## config.mk

```make
export PLATFORM = sky130hd
export DESIGN_NAME = mem_stage_lsu
export DESIGN_NICKNAME = d
export VERILOG_FILES = /design/src/rtl/chronos_lsu_pkg.sv /design/src/rtl/lsu_lane_align.sv /design/src/rtl/mem_stage_lsu.sv
export SDC_FILE = /design/constraint.sdc
export NUM_CORES = 1
export LEC_CHECK = 0
export ABC_CLOCK_PERIOD_IN_PS = 2000
export CAP_MARGIN = 25
export CORE_AREA = 2 2 130 132
export CTS_CLUSTER_DIAMETER = 80
export DETAILED_ROUTE_END_ITERATION = 10
export DIE_AREA = 0 0 132 134
export PLACE_DENSITY = 0.76
export SYNTH_ARGS = -nofsm -noshare
export SYNTH_HDL_FRONTEND = slang
export SYNTH_HIERARCHICAL = 1
export SYNTH_SLANG_ARGS = --single-unit
```

## constraint.sdc

```tcl
create_clock -name clk -period 2 [get_ports clk]
set_clock_uncertainty 0.2 [all_clocks]
set_input_delay 0.4 -clock clk [delete_from_list [all_inputs] [get_ports clk]]
set_output_delay 0.4 -clock clk [all_outputs]
set_load 0.02 [all_outputs]
```

## src/rtl/chronos_lsu_pkg.sv

```systemverilog
// Shared types and constants for the MEM-stage load/store unit.
// State encoding, RV32I access widths, fault codes and legality helpers.
package chronos_lsu_pkg;

    typedef enum logic [1:0] {
        ST_IDLE,
        ST_REQ,
        ST_WAIT,
        ST_RESP
    } lsu_state_e;

    localparam logic [2:0] F3_B  = 3'b000;
    localparam logic [2:0] F3_H  = 3'b001;
    localparam logic [2:0] F3_W  = 3'b010;
    localparam logic [2:0] F3_BU = 3'b100;
    localparam logic [2:0] F3_HU = 3'b101;

    localparam logic [1:0] FAULT_NONE     = 2'b00;
    localparam logic [1:0] FAULT_MISALIGN = 2'b01;
    localparam logic [1:0] FAULT_ILLEGAL  = 2'b10;
    localparam logic [1:0] FAULT_TIMEOUT  = 2'b11;

    function automatic logic f3_legal(input logic [2:0] f3);
        return f3 inside {F3_B, F3_H, F3_W, F3_BU, F3_HU};
    endfunction

    // Halfwords need an even address, words a 4-byte aligned one.
    function automatic logic f3_misaligned(
        input logic [2:0] f3,
        input logic [1:0] off
    );
        return ((f3[1:0] == 2'b01) && off[0])
            || ((f3[1:0] == 2'b10) && (off != 2'b00));
    endfunction

endpackage

```

## src/rtl/lsu_lane_align.sv

```systemverilog
// Byte-lane steering for the load/store unit.
// Builds store masks/replicated data and extracts/extends load data.
module lsu_lane_align
    import chronos_lsu_pkg::*;
(
    input  logic [2:0]  st_funct3,
    input  logic [1:0]  st_off,
    input  logic [31:0] st_data,
    output logic [3:0]  st_mask,
    output logic [31:0] st_wdata,
    input  logic [2:0]  ld_funct3,
    input  logic [1:0]  ld_off,
    input  logic [31:0] ld_rdata,
    output logic [31:0] ld_data
);

    logic [7:0]  ld_byte;
    logic [15:0] ld_half;

    assign ld_byte = ld_rdata[{ld_off, 3'b000} +: 8];
    assign ld_half = ld_rdata[{ld_off[1], 4'b0000} +: 16];

    // Store side: replicate data across lanes and enable only the target lanes.
    always_comb begin
        st_mask  = 4'b0000;
        st_wdata = 32'h0;
        case (st_funct3[1:0])
            2'b00: begin
                st_mask  = 4'b0001 << st_off;
                st_wdata = {4{st_data[7:0]}};
            end
            2'b01: begin
                st_mask  = 4'b0011 << {st_off[1], 1'b0};
                st_wdata = {2{st_data[15:0]}};
            end
            default: begin
                st_mask  = 4'b1111;
                st_wdata = st_data;
            end
        endcase
    end

    // Load side: pick the addressed lane, then sign- or zero-extend.
    always_comb begin
        ld_data = ld_rdata;
        case (ld_funct3)
            F3_B:    ld_data = {{24{ld_byte[7]}}, ld_byte};
            F3_H:    ld_data = {{16{ld_half[15]}}, ld_half};
            F3_BU:   ld_data = {24'h0, ld_byte};
            F3_HU:   ld_data = {16'h0, ld_half};
            default: ld_data = ld_rdata;
        endcase
    end

endmodule

```

## src/rtl/mem_stage_lsu.sv

```systemverilog
// MEM-stage load/store unit: one access at a time to simulated_mem.
// Stalls the pipeline while busy, reports misalign/illegal/timeout faults.
module mem_stage_lsu
    import chronos_lsu_pkg::*;
#(
    parameter int unsigned TIMEOUT_CYCLES = 255
) (
    input  logic        clk,
    input  logic        rst,
    input  logic        req_valid,
    input  logic        req_write,
    input  logic [2:0]  req_funct3,
    input  logic [31:0] req_addr,
    input  logic [31:0] req_wdata,
    input  logic [4:0]  req_rd,
    output logic        mem_enable,
    output logic        mem_cmd,
    output logic [31:0] mem_addr,
    output logic [31:0] mem_wdata,
    output logic [3:0]  mem_mask,
    input  logic        mem_valid,
    input  logic [31:0] mem_rdata,
    output logic        stall,
    output logic        done,
    output logic        wb_en,
    output logic [4:0]  wb_rd,
    output logic [31:0] wb_data,
    output logic        fault_valid,
    output logic [1:0]  fault_code
);

    localparam logic [7:0] TO_CNT = 8'(TIMEOUT_CYCLES);

    lsu_state_e  state;
    logic [7:0]  cnt;
    logic        op_write;
    logic [2:0]  op_funct3;
    logic [1:0]  op_off;
    logic [4:0]  op_rd;

    logic        slot;
    logic        busy;
    logic        legal;
    logic        accept;
    logic        reject;
    logic        to_hit;
    logic [3:0]  st_mask;
    logic [31:0] st_wdata;
    logic [31:0] ld_data;

    assign slot   = (state == ST_IDLE) || (state == ST_RESP);
    assign busy   = (state == ST_REQ) || (state == ST_WAIT);
    assign legal  = f3_legal(req_funct3)
                 && !f3_misaligned(req_funct3, req_addr[1:0]);
    assign accept = slot && req_valid && legal;
    assign reject = slot && req_valid && !legal;
    assign to_hit = (cnt + 8'd1) == TO_CNT;
    assign stall  = accept || busy;

    lsu_lane_align u_align (
        .st_funct3 (req_funct3),
        .st_off    (req_addr[1:0]),
        .st_data   (req_wdata),
        .st_mask   (st_mask),
        .st_wdata  (st_wdata),
        .ld_funct3 (op_funct3),
        .ld_off    (op_off),
        .ld_rdata  (mem_rdata),
        .ld_data   (ld_data)
    );

    // Access FSM with timeout counter and registered bus/writeback/fault outputs.
    always_ff @(posedge clk or negedge rst) begin
        if (!rst) begin
            state       <= ST_IDLE;
            cnt         <= 8'd0;
            op_write    <= 1'b0;
            op_funct3   <= 3'b000;
            op_off      <= 2'b00;
            op_rd       <= 5'd0;
            mem_enable  <= 1'b0;
            mem_cmd     <= 1'b0;
            mem_addr    <= 32'h0;
            mem_wdata   <= 32'h0;
            mem_mask    <= 4'h0;
            done        <= 1'b0;
            wb_en       <= 1'b0;
            wb_rd       <= 5'd0;
            wb_data     <= 32'h0;
            fault_valid <= 1'b0;
            fault_code  <= FAULT_NONE;
        end else begin
            mem_enable  <= 1'b0;
            done        <= 1'b0;
            wb_en       <= 1'b0;
            fault_valid <= 1'b0;
            case (state)
                ST_IDLE, ST_RESP: begin
                    if (accept) begin
                        op_write   <= req_write;
                        op_funct3  <= req_funct3;
                        op_off     <= req_addr[1:0];
                        op_rd      <= req_rd;
                        mem_enable <= 1'b1;
                        mem_cmd    <= req_write;
                        mem_addr   <= {req_addr[31:2], 2'b00};
                        mem_mask   <= req_write ? st_mask : 4'h0;
                        mem_wdata  <= req_write ? st_wdata : 32'h0;
                        cnt        <= 8'd0;
                        state      <= ST_REQ;
                    end else begin
                        state <= ST_IDLE;
                        if (reject) begin
                            fault_valid <= 1'b1;
                            fault_code  <= f3_legal(req_funct3)
                                         ? FAULT_MISALIGN
                                         : FAULT_ILLEGAL;
                        end
                    end
                end
                ST_REQ, ST_WAIT: begin
                    if (mem_valid) begin
                        done    <= 1'b1;
                        wb_rd   <= op_rd;
                        wb_data <= op_write ? 32'h0 : ld_data;
                        wb_en   <= !op_write && (op_rd != 5'd0);
                        state   <= ST_RESP;
                    end else if (to_hit) begin
                        fault_valid <= 1'b1;
                        fault_code  <= FAULT_TIMEOUT;
                        state       <= ST_IDLE;
                    end else begin
                        cnt   <= cnt + 8'd1;
                        state <= ST_WAIT;
                    end
                end
                default: state <= ST_IDLE;
            endcase
        end
    end

endmodule
```

==> impl_metrics.yaml, run 1 <==
floorplanning:
  core_sq_mm: 0.0163
  die_w_um: 132
  initial_core_util_pct: 41.5
  dieArea_sq_mm: 0.0177
  boundaryPins: 222
  rows: 47
  die_h_um: 134
detailed_routing:
  wl_per_cell_um: 16.3
  antenna_left: 0
  drc: 0
  dr.pass1.iters: 7
  vias: 6274
  viasPerCell: 5.10
  drt-initial-drc-count: 435
  wl_um: 20000
cells_and_area:
  diodes: 0
  layout.nets: 1109
  layout-drive-gt1-share_pct: 15.4
  fillers: 1361
  final_area_sq_mm: 0.0101
  syn2layout_area_growth_pct: 50.2
clocking:
  cts_root_buffer: "clkbuf_16"
  clkSinkCount: 130
  htreeDepth: 4
  cts_buffer_depth: 2
  clk_latency_ns: 0.41
  cts_buffers: 17
  cts_tree: "built"
  cts.clk_slew.worst_paths_ns: 0.06
critical_path:
  r2r-start: "cnt[1]$_DFFE_PN0P_"
  worstPathMaxFanout: 2
  worstPathArrival_ns: 1.36
  cpPeakStageDelay_ns: 0.60
  r2r_cells: 6
  crit_start: "wb_data[6]$_DFFE_PN0P_"
  path_class: "reg -> out"
  end_kind: "output port"
  path_depth: 1
  path_cells: "clkdlybuf4s50_1"
  cp_top_family: "buffers and inverters"
  critPathLaunchType: "flip-flop"
  crit_buf_inv: 1
  critPathRequiredTime_ns: 1.40
  cp_slowest_cell: "clkdlybuf4s50_1"
min_path:
  min_path_type: "reg -> reg"
  hold_path_startpoint: "mem_mask[1]$_DFFE_PN0P_"
  hold_depth: 2
logic_synthesis:
  synth_top_area_share_pct: 48.2
  avgSynthCellArea_sq_um: 9.02
  synthTopCellsByArea: "dfrtp_1 48%, nand2_1 14%, nand3_1 3.1%"
  synth_most_common_cell: "nand2_1"
  synth-edff-count: 0
  yosysTopAreaCell: "dfrtp_1"
  postSynthCellCount: 749
  yosys-top-cells-count: "252 x nand2_1, 130 x dfrtp_1, 42 x nand3_1"
  syn-cell-area_sq_mm: 0.00676
  ys_warn_count: 6
  async_flop_share_pct: 100
  synth_top_flop_cell: "dfrtp_1"
  ys_seq_area_share_pct: 48.2
  ys_types: 57
  synth_seq_cells: 130
power_and_ir_drop:
  ir_worst_vdd_mv: 0.830
  leakage_uw: 0.00546
  seqPwrFrac_pct: 29.6
  pwr-share-clk_pct: 20.8
  totalPowerFinal_uw: 15000
  combPwrFrac_pct: 49.6
  power.internal_uw: 8910
  power.switching_uw: 6100
  p_per_area_mw_per_mm2: 1480
  sw_frac_of_total_pct: 40.7
sta:
  period_needed_ns: 1.96
  fmax_mhz: 510
  hold_violations: 0
  maxSlewViolCount: 0
  fin_crit_sh_pct: 98.0
  setup_viol: 0
grt:
  grtUsageTotal_pct: 22.9
  gr-total-overflow: 0
  grt_max_degree: 58
  grt_pass1_wl_um: 32100
  antenna_found_initial: 0
  grt_pass1_vias: 6254
status:
  status: "completed"
place:
  place_area_sq_mm: 0.00947
  gp_congestion: 0.842
  portBuffers: 219
  hpwlAfterDp_um: 14200
run:
  maxCapViolations: 0
[tightest hold or removal path: stages, from the launching register on]
cell	delay, ns
dfrtp_1	0.33
nand2_1	0.05
nand2_1	0.05
[cell usage in the layout (no fill, tap or decap), drive strengths merged, types with 4 or more instances in the layout]
master,n
inv,14
o21ai,47
xnor2,4
a21o,6
nor2b,4
a211oi,7
a221oi,7
clkinv,4
nand3,43
dlymetal6s2s,40
and2b,6
clkdlybuf4s50,111
o211ai,10
nand2,259
nor2,12
a21oi,22
mux2i,9
dlygate4sd2,66
clkbuf,20
nor3,6
nand2b,33
buf,69
a22oi,18
dfrtp,130
mux2,27
[path summary, 6_finish.rpt]
path | endpoint | slack (ns)
max in group asynchronous | op_rd[2]$_DFFE_PN0P_ | 0.71
min | mem_mask[1]$_DFFE_PN0P_ | 0.26
min reg2reg | mem_mask[1]$_DFFE_PN0P_ | 0.26
min in group asynchronous | wb_data[15]$_DFFE_PN0P_ | 0.29
max | wb_data[6] | 0.04
max reg2reg | cnt[1]$_DFFE_PN0P_ | 0.04
[final cells by class]
cell class / count / area, sq um / share of cell area (%)
clock buffers: 20 / 447 / 4.40
clock inverters: 10 / 136 / 1.34
inverters: 14 / 52.6 / 0.518
multi-input cells: 548 / 3150 / 31.0
flip-flops and latches: 130 / 3250 / 32.1
well taps: 220 / 275 / 2.71
repair buffers: 287 / 2830 / 27.9
[what timing repair did]
item | 4_1_cts | 5_1_grt
buffers inserted | 0 | 4
hold buffers | 1 | 0
gates resized for setup | 72 | 47
endpoints found under the setup margin | 124 | 104
pin swaps | 0 | 6
endpoints found under the hold margin | 38 | 0
[logic make-up (layout without fill, tap and decap cells)]
logic type | Yosys count | count (layout) | share of synthesized area [%]
XOR/XNOR | 5 | 5 | 1.04
other | 1 | 2 | 0.0555
flip-flops | 130 | 130 | 48.2
adder cells (fa/ha/maj) | 2 | 2 | 0.370
AO/OA/AOI/OAI | 129 | 129 | 13.7
buffers and inverters | 72 | 331 | 5.80
multiplexers | 36 | 36 | 5.95
AND/OR/NAND/NOR | 374 | 374 | 25.0
[registers in the layout (all words and copies together) (netlist names)]
| name | flops |
|---|---|
| cnt | 8 |
| done | 1 |
| fault_code | 2 |
| fault_valid | 1 |
| mem_addr | 30 |
| mem_enable | 1 |
| mem_mask | 4 |
| mem_wdata | 32 |
| op_funct3 | 3 |
| op_off | 2 |
| op_rd | 5 |
| op_write | 1 |
| state | 2 |
| wb_data | 32 |
| wb_en | 1 |
| wb_rd | 5 |
[stage by stage]
step	setup TNS, ns	utilization (%)	hold slack [ns]	worst slack [ns]	cells
floorplan	0	-	-0.0956	0.00111	750
global placement	-38.41	58.2	0.149	-0.569	1194
detailed placement	-41.65	58.2	0.152	-0.575	1194
CTS	0	61.3	0.263	0.0000121	1225
global route	-0.300	62.3	0.269	-0.0624	1229
finish	0	62.3	0.258	0.0391	1229
[per-layer routing]
| metal | vias to the layer above | routed length (um) | GRT usage [%] |
|---|---|---|---|
| li1 | 3001 | - | - |
| met1 | 2976 | 8230 | 27.6 |
| met2 | 263 | 9420 | 36.3 |
| met3 | 34 | 1940 | 9.75 |
| met4 | 0 | 438 | 9.18 |
| met5 | - | 0 | 0 |
[power by group through the flow]
stage | clock, uW | sequential [uW] | combinational (uW)
3_5_place_dp | 0 | 4490 | 7870
6_report | 3120 | 4450 | 7450
5_1_grt | 3300 | 4590 | 8110
2_1_floorplan | 0 | 5530 | 3390
3_3_place_gp | 0 | 4460 | 7740
4_1_cts | 3190 | 4460 | 7530
Power figures use the tool's default switching activity.
==> run 2: changes to the inputs <==
--- a/constraint.sdc
+++ b/constraint.sdc
@@ -4,2 +4,2 @@
 set_output_delay 0.4 -clock clk [all_outputs]
-set_load 0.02 [all_outputs]
+set_load 0.01 [all_outputs]
==> run 2 against run 1 <==
Compared with the run above: highest routed layer unchanged; core utilization increased by 0.14 points; first-iteration DRC count shrank 2.5%; total power is 0.64% lower.
==> impl_metrics.yaml, run 2 (synthesis results as in run 1) <==
clocking:
  cts.clk_slew.worst_paths_ns: 0.06
  cts_buffers: 17
  cts_tree: "built"
  htreeDepth: 4
  cts_buffer_depth: 2
  clk_latency_ns: 0.42
  cts_root_buffer: "clkbuf_16"
  clkSinkCount: 130
detailed_routing:
  wl_per_cell_um: 16.0
  drc: 0
  dr.pass1.iters: 6
  wl_um: 19700
  viasPerCell: 5.02
  drt-initial-drc-count: 424
  vias: 6177
  antenna_left: 0
critical_path:
  critPathLaunchType: "flip-flop"
  crit_buf_inv: 1
  worstPathMaxFanout: 2
  end_kind: "output port"
  path_class: "reg -> out"
  worstPathArrival_ns: 1.35
  cpPeakStageDelay_ns: 0.59
  critPathRequiredTime_ns: 1.40
  cp_slowest_cell: "clkdlybuf4s50_1"
  cp_top_family: "buffers and inverters"
  path_cells: "clkdlybuf4s50_1"
cells_and_area:
  diodes: 0
  final_cell_mix: "252 x nand2_1, 209 x clkdlybuf4s50_1, 128 x dfrtp_1"
  layout-drive-gt1-share_pct: 15.9
  layout.nets: 1109
  reg_top3: "mem_wdata (32), wb_data (32), mem_addr (30)"
  layout_commonest_cell: "nand2_1"
  instances_no_fill: 1231
  fillers: 1360
  syn2layout_area_growth_pct: 50.5
place:
  portBuffers: 219
  place_inst: 1195
  hpwlAfterDp_um: 14000
  gp_congestion: 0.864
floorplanning:
  die_h_um: 134
  die_w_um: 132
  dieArea_sq_mm: 0.0177
  rows: 47
  initial_core_util_pct: 41.5
  core_sq_mm: 0.0163
  boundaryPins: 222
grt:
  grtUsageTotal_pct: 22.3
  antenna_found_initial: 0
  gr-total-overflow: 0
  grt_pass1_wl_um: 31400
  grt_pass1_vias: 6131
  grt_max_degree: 58
sta:
  fin_crit_sh_pct: 97.5
  setup_viol: 0
  setup-tns-final_ns: 0
  maxSlewViolCount: 0
  period_needed_ns: 1.95
  rsz0062_at_grt: "true"
  hold_ws_ns: 0.238
  fmax_mhz: 513
  hold_violations: 0
power_and_ir_drop:
  p_per_area_mw_per_mm2: 1470
  totalPowerFinal_uw: 14900
  ir_worst_vdd_mv: 0.782
  leakage_uw: 0.00479
run:
  maxCapViolations: 0
min_path:
  min_path_type: "in -> async"
status:
  status: "completed"
## run 2: cell count changes in the layout (fill, tap and decap cells not counted), moves of 2 or more
cell / before / now
clkdlybuf4s50_1: 111 / 209
dlygate4sd2_1: 66 / 4
buf_6: 4 / 2
dfrtp_1: 130 / 128
dfrtp_2: 0 / 2
dlymetal6s2s_1: 40 / 4
inv_6: 0 / 2
## run 2: stage by stage
stage / setup slack (ns) / utilization, % / area (sq um)
finish: 0.0503 / 62.4 / 10200
global route: -0.000848 / 62.4 / 10200
CTS: 0.000676 / 62.2 / 10100
detailed placement: -0.498 / 58.3 / 9490
global placement: -0.477 / 58.3 / 9490
floorplan: 0.00111 / - / 6760
## run 2: area by class of cell
class	instances	area (sq um)	area share [%]
Multi-Input combinational cell	548	3150	31.0
Inverter	14	52.6	0.517
Clock inverter	12	155	1.53
Timing Repair Buffer	287	2820	27.8
Tap cell	220	275	2.71
Clock buffer	20	457	4.49
Sequential cell	130	3260	32.0
## run 2: power by group
part / internal (uW) / switching (uW)
clock: 2030 / 1200
combinational: 3690 / 3530
sequential: 3730 / 733
total: 9450 / 5460
## run 2: final timing paths
| check | slack [ns] | to | start | cells after the start |
|---|---|---|---|---|
| worst max register to register | 0.06 | cnt[1]$_DFFE_PN0P_ | cnt[0]$_DFFE_PN0P_ | 6 |
| worst min register to register | 0.26 | mem_wdata[17]$_DFFE_PN0P_ | mem_wdata[17]$_DFFE_PN0P_ | 2 |
| worst max-delay path | 0.05 | mem_wdata[15] | mem_wdata[15]$_DFFE_PN0P_ | 1 |
| worst min-delay path | 0.24 | wb_data[20]$_DFFE_PN0P_ | rst | 2 |
| min in group clk | 0.26 | mem_wdata[17]$_DFFE_PN0P_ | mem_wdata[17]$_DFFE_PN0P_ | 2 |
| max in group asynchronous | 0.81 | state[0]$_DFF_PN0_ | rst | 3 |
## run 2: layer usage
layer | routed length [um] | vias up | GRT usage (%)
met5 | 0 | - | 0
met4 | 317 | 0 | 7.49
met3 | 1940 | 26 | 8.62
met2 | 9380 | 258 | 36.7
met1 | 8060 | 2898 | 27.0
li1 | - | 2995 | -
## run 2: what timing repair did
action,4_1_cts,5_1_grt
setup endpoints to repair,60,14
setup buffers,1,2
hold buffers,1,0
pin swaps,1,4
endpoints found under the hold margin,54,0
gates cloned,0,0
resized for setup,11,10
